$ cat config.mk
export PLATFORM = sky130hd
export DESIGN_NAME = i2s_frame_sequencer
export DESIGN_NICKNAME = d
export VERILOG_FILES = /design/src/rtl/i2s_frame_sequencer.sv
export SDC_FILE = /design/constraint.sdc
export NUM_CORES = 1
export LEC_CHECK = 0
export ABC_AREA = 1
export BUFFER_PORTS_ARGS = -buffer_cell sky130_fd_sc_hd__buf_2
export CAP_MARGIN = 15
export CORE_MARGIN = 2
export CORE_UTILIZATION = 35
export CTS_BUF_LIST = sky130_fd_sc_hd__clkbuf_8
export CTS_CLUSTER_SIZE = 24
export DETAILED_ROUTE_END_ITERATION = 16
export SYNTH_ARGS = -nofsm -noshare
export SYNTH_HDL_FRONTEND = slang
export SYNTH_SLANG_ARGS = --single-unit
$ cat constraint.sdc
create_clock -name sck_i -period 3.22 [get_ports sck_i]
set_input_delay 0.644 -clock sck_i [delete_from_list [all_inputs] [get_ports sck_i]]
set_output_delay 0.644 -clock sck_i [all_outputs]
set_load 0.05 [all_outputs]
$ cat src/rtl/i2s_frame_sequencer.sv
// I2S master frame sequencer: word-select, frame-start and word-last strobes in the sck_i domain.
// Optional build macro I2S_WS_EARLY_EN gives ws_o a one-bit lead (Philips timing).
module i2s_frame_sequencer #(
   parameter bit SYNC_STOP = 1'b1
) (
   input  logic       sck_i,
   input  logic       rstn_i,
   input  logic       cfg_en_i,
   input  logic [4:0] cfg_bits_word_i,
   input  logic [2:0] cfg_words_i,
   output logic       ws_o,
   output logic       frame_start_o,
   output logic       word_last_o,
   output logic       busy_o
);

   typedef enum logic [1:0] {IDLE, RUN, STOP} state_t;

   state_t     state_q, state_d;
   logic [4:0] nb_q, nb_d, bit_q, bit_d;
   logic [2:0] nw_q, nw_d, word_q, word_d;
   logic       ch_q, ch_d;
   logic       busy, word_end, slot_end, wrap;

   assign busy     = (state_q != IDLE);
   assign word_end = busy && (bit_q == nb_q);
   assign slot_end = word_end && (word_q == nw_q);
   assign wrap     = slot_end && ch_q;

   always_comb begin
      state_d = state_q;
      nb_d    = nb_q;
      nw_d    = nw_q;
      bit_d   = bit_q;
      word_d  = word_q;
      ch_d    = ch_q;

      if (busy) begin
         bit_d = word_end ? 5'd0 : bit_q + 5'd1;
         if (word_end) word_d = slot_end ? 3'd0 : word_q + 3'd1;
         if (slot_end) ch_d = ~ch_q;
         // New configuration only takes effect on a frame boundary
         if (wrap) begin
            nb_d = cfg_bits_word_i;
            nw_d = cfg_words_i;
         end
      end

      case (state_q)
         IDLE: if (cfg_en_i) begin
            state_d = RUN;
            nb_d    = cfg_bits_word_i;
            nw_d    = cfg_words_i;
         end
         RUN:  if (!cfg_en_i) state_d = STOP;
         STOP: begin
            // Re-enable wins over a pending stop so framing never gaps
            if (cfg_en_i) state_d = RUN;
            else if (SYNC_STOP ? wrap : word_end) begin
               state_d = IDLE;
               bit_d   = 5'd0;
               word_d  = 3'd0;
               ch_d    = 1'b0;
            end
         end
         default: state_d = IDLE;
      endcase
   end

   always_ff @(posedge sck_i or negedge rstn_i) begin
      if (!rstn_i) begin
         state_q <= IDLE;
         nb_q    <= 5'd0;
         nw_q    <= 3'd0;
         bit_q   <= 5'd0;
         word_q  <= 3'd0;
         ch_q    <= 1'b0;
      end else begin
         state_q <= state_d;
         nb_q    <= nb_d;
         nw_q    <= nw_d;
         bit_q   <= bit_d;
         word_q  <= word_d;
         ch_q    <= ch_d;
      end
   end

`ifdef I2S_WS_EARLY_EN
   logic ws_q, ws_d;

   // Look one cycle ahead: if the next cycle closes a slot, ws already shows the following channel
   always_comb begin
      ws_d = 1'b0;
      if (state_d != IDLE) begin
         ws_d = ch_d;
         if (bit_d == nb_d && word_d == nw_d) ws_d = ~ch_d;
         if (state_d == STOP && !SYNC_STOP && bit_d == nb_d) ws_d = 1'b0;
      end
   end

   always_ff @(posedge sck_i or negedge rstn_i) begin
      if (!rstn_i) ws_q <= 1'b0;
      else         ws_q <= ws_d;
   end

   assign ws_o = ws_q;
`else
   assign ws_o = ch_q;
`endif

   assign busy_o        = busy;
   assign word_last_o   = word_end;
   assign frame_start_o = busy && (bit_q == 5'd0) && (word_q == 3'd0) && !ch_q;

endmodule

==> metrics.md <==
| Metric | Value |
|---|---|
| CTS tree | `done` |
| Cell taking the most area after synthesis | `dfrtp_1` |
| Slew margin rel. | `70.39%` |
| Crit path max-delay family | `simple AND/OR/NAND/NOR gates` |
| Post-synth top area share | `40.38%` |
| H-tree depth | `1` |
| Largest net degree at the start of global routing | `20` |
| Post-CTS setup buffer count | `0` |
| Crit path kind | `flop to output pin` |
| CTS clock-pin slew for the worst setup and hold paths | `0.07 ns` |
| WL per Instance | `10.66 um` |
| # setup viols final | `0` |
| Synth-to-Final Area Change | `14.66%` |
| Post-synth ARST share | `100.0%` |
| Vias post-DR | `962` |
| GRT Total Usage | `14.11%` |
| Clock tree buffer depth | `2` |
| Latest clock arrival within the worst-skew pair | `0.25 ns` |
| Yosys cell types | `22` |
| DRT Pass-1 Iters | `4` |
| PortBufs | `14` |
| FILL cells | `334` |
| Worst path slowest cell | `dfrtp_1` |
| Clk root buf | `clkbuf_8` |
| Post_cts resized | `0` |
| EDFF count, synth | `0` |
| Syn nets | `170` |
| DR vias/cell | `4.433` |
| Routability Congestion | `0.8163` |
| Critical path capture point type | `output pin` |
| Initial Util | `35.85%` |
| Global-route wire length before repair | `3946 um` |
| Cell row count | `21` |
| Final worst-path cycle share | `67.75%` |
| Flop-to-flop setup slack | `1.18 ns` |
| Worst IR Drop VDD | `291.0 uV` |
| Fin. max-slew vios | `0` |
| Setup TNS | `0 ns` |
| ANT nets after route | `0` |
| Mapped cell area | `1177 um^2` |
| DP HPWL | `1847 um` |
| Reg-to-Reg End | `nw_q[0]` |
| Dpl cells | `213` |
| Syn Inst Count | `153` |
| Mapped Avg Cell Area | `7.695 um^2` |
| Initial antenna violation count | `0` |
| Clk sink count | `19` |
| I/O Pins | `15` |
| Leak Pwr | `0.0007493 uW` |
| Max-capacitance violation count | `0` |
| Hold buffers post-CTS | `0` |
| Top post-synthesis cells by area | `dfrtp_1, nand2_1, inv_1` |
| Die W | `62 um` |
| Buf+Inv Stages, Crit Path | `2` |
| Height of the die | `62 um` |
| DRT Wirelength | `2313 um` |
| Critical path data required time | `2.58 ns` |
| Status | `completed` |
| Final net count | `189` |
| CP Max Fanout | `10` |
| Diodes inserted | `0` |
| Reg2Reg Depth | `10` |
| Most used cell, CP | `nor2_4` |
| CP peak stage delay | `0.44 ns` |
| Min Clock Period, post-route | `2.182 ns` |
| DIE AREA | `3844 um^2` |
| Seq/Total Area, Yosys | `40.38%` |
| Vias in the first global route | `892` |
| Cells along the critical path | `nor2_4, nor2_4, nand2_2, nor2_4, nand2_4, inv_2, buf_2` |
| Synthesized flop and latch total | `19` |
| CP startpoint kind | `flop` |
| Drt initial violations | `65` |
| Remaining DRCs | `0` |
| Worst Tran Pin Value | `0.4442 ns` |
| Endpoints failing hold | `0` |
| Cell Pwr Density | `743.0 nW/um^2` |
| Reg2reg start | `bit_q[0]` |
| Setup repair after global routing missed its margin | `false` |
| Worst min-delay path class | `input port to async pin` |
| Max Clock Freq | `458.4 MHz` |
| Number of buffers created by CTS | `3` |
| Finished Layout Cells | `217` |
| Worst Skew | `0.0006095 ns` |
| Grt total ovfl | `0` |
| Total power | `1003 uW` |
| Core area | `3284 um^2` |
| Layout cell share with drive strength beyond 1 | `18.71%` |
| Crit path DAT | `1.54 ns` |
| Warnings, synthesis | `0` |
| Synth Flop Type | `dfrtp_1` |
-- layout by cell type (no fill, tap or decap), types with 2 or more instances in the layout --
cell type and count:
nand2_1 41, inv_1 27, dfrtp_1 19, nor2_1 16, buf_2 14, o21ai_0 8, ha_1 6, nand3_1 5
nand4_1 5, nand2_2 3, xor2_1 3, nor2_4 3, inv_2 3, a21oi_1 3, clkbuf_8 3, xnor2_1 2
nor3_1 2, mux2_4 2
-- worst max-delay path by stage --
| stage | start | endpoint | depth (start not counted) |
|---|---|---|---|
| floorplan | state_q[0] | frame_start_o | 4 |
| global placement | bit_q[0] | nw_q[1] | 10 |
| detailed placement | bit_q[0] | nw_q[0] | 10 |
| CTS | state_q[1] | word_last_o | 7 |
| global route | state_q[1] | word_last_o | 7 |
| finish | state_q[1] | word_last_o | 7 |
-- metal layers --
layer	vias up	track usage, %	wire length, um
met3	2	3.934	107
met2	18	22.02	1041
met4	0	3.647	17
li1	506	-	-
met1	436	19.24	1146
met5	-	0	0
-- logic make-up after synthesis --
family                     share of synthesized area [%]
muxes                                              3.507
DFF                                                40.38
adders and majority gates                          6.376
buffers and inverters                              9.245
AOI/OAI and AO/OA                                  6.482
xor gates and xnor gates                           3.720
and+or+nand+nor                                    30.29
-- where the power goes --
group	switching, uW	internal [uW]
Sequential	82.7	319
Combinational	272	168
Clock	77.5	84.7
Total	432	571
-- flip-flops by register name (all words and copies together), names as in the netlist --
signal / flops
state_q: 2
nb_q: 5
bit_q: 5
ws_o: 1
word_q: 3
nw_q: 3
-- cells in the mapped netlist, drive strengths merged, types with 2 or more instances --
master	n
o21ai	10
inv	29
nor3	2
mux2	3
nand3	5
ha	6
dfrtp	19
nand2	45
nor2	20
xnor2	2
nand4	5
a21oi	3
xor2	3
-- final cells by class --
class | instances | area [um^2] | share of cell area (%)
Sequential cell | 19 | 475.5 | 35.22
Clock buffer | 3 | 41.29 | 3.058
Clock inverter | 1 | 3.754 | 0.2780
Tap cell | 46 | 57.56 | 4.263
Timing Repair Buffer | 14 | 70.07 | 5.190
Multi-Input combinational cell | 105 | 593.1 | 43.93
Inverter | 29 | 108.9 | 8.063
-- per-stage QoR --
stage	area, um^2	worst slack (ns)	hold WS (ns)	utilization (%)
global route	1350	0.8874	0.3456	41.10
floorplan	1177	0.6455	0.3484	-
global placement	1305	1.230	0.5212	39.73
detailed placement	1305	1.182	0.5270	39.73
CTS	1350	1.028	0.3381	41.10
finish	1350	1.038	0.3247	41.10
Note: power is estimated with default switching activity, not from simulation.
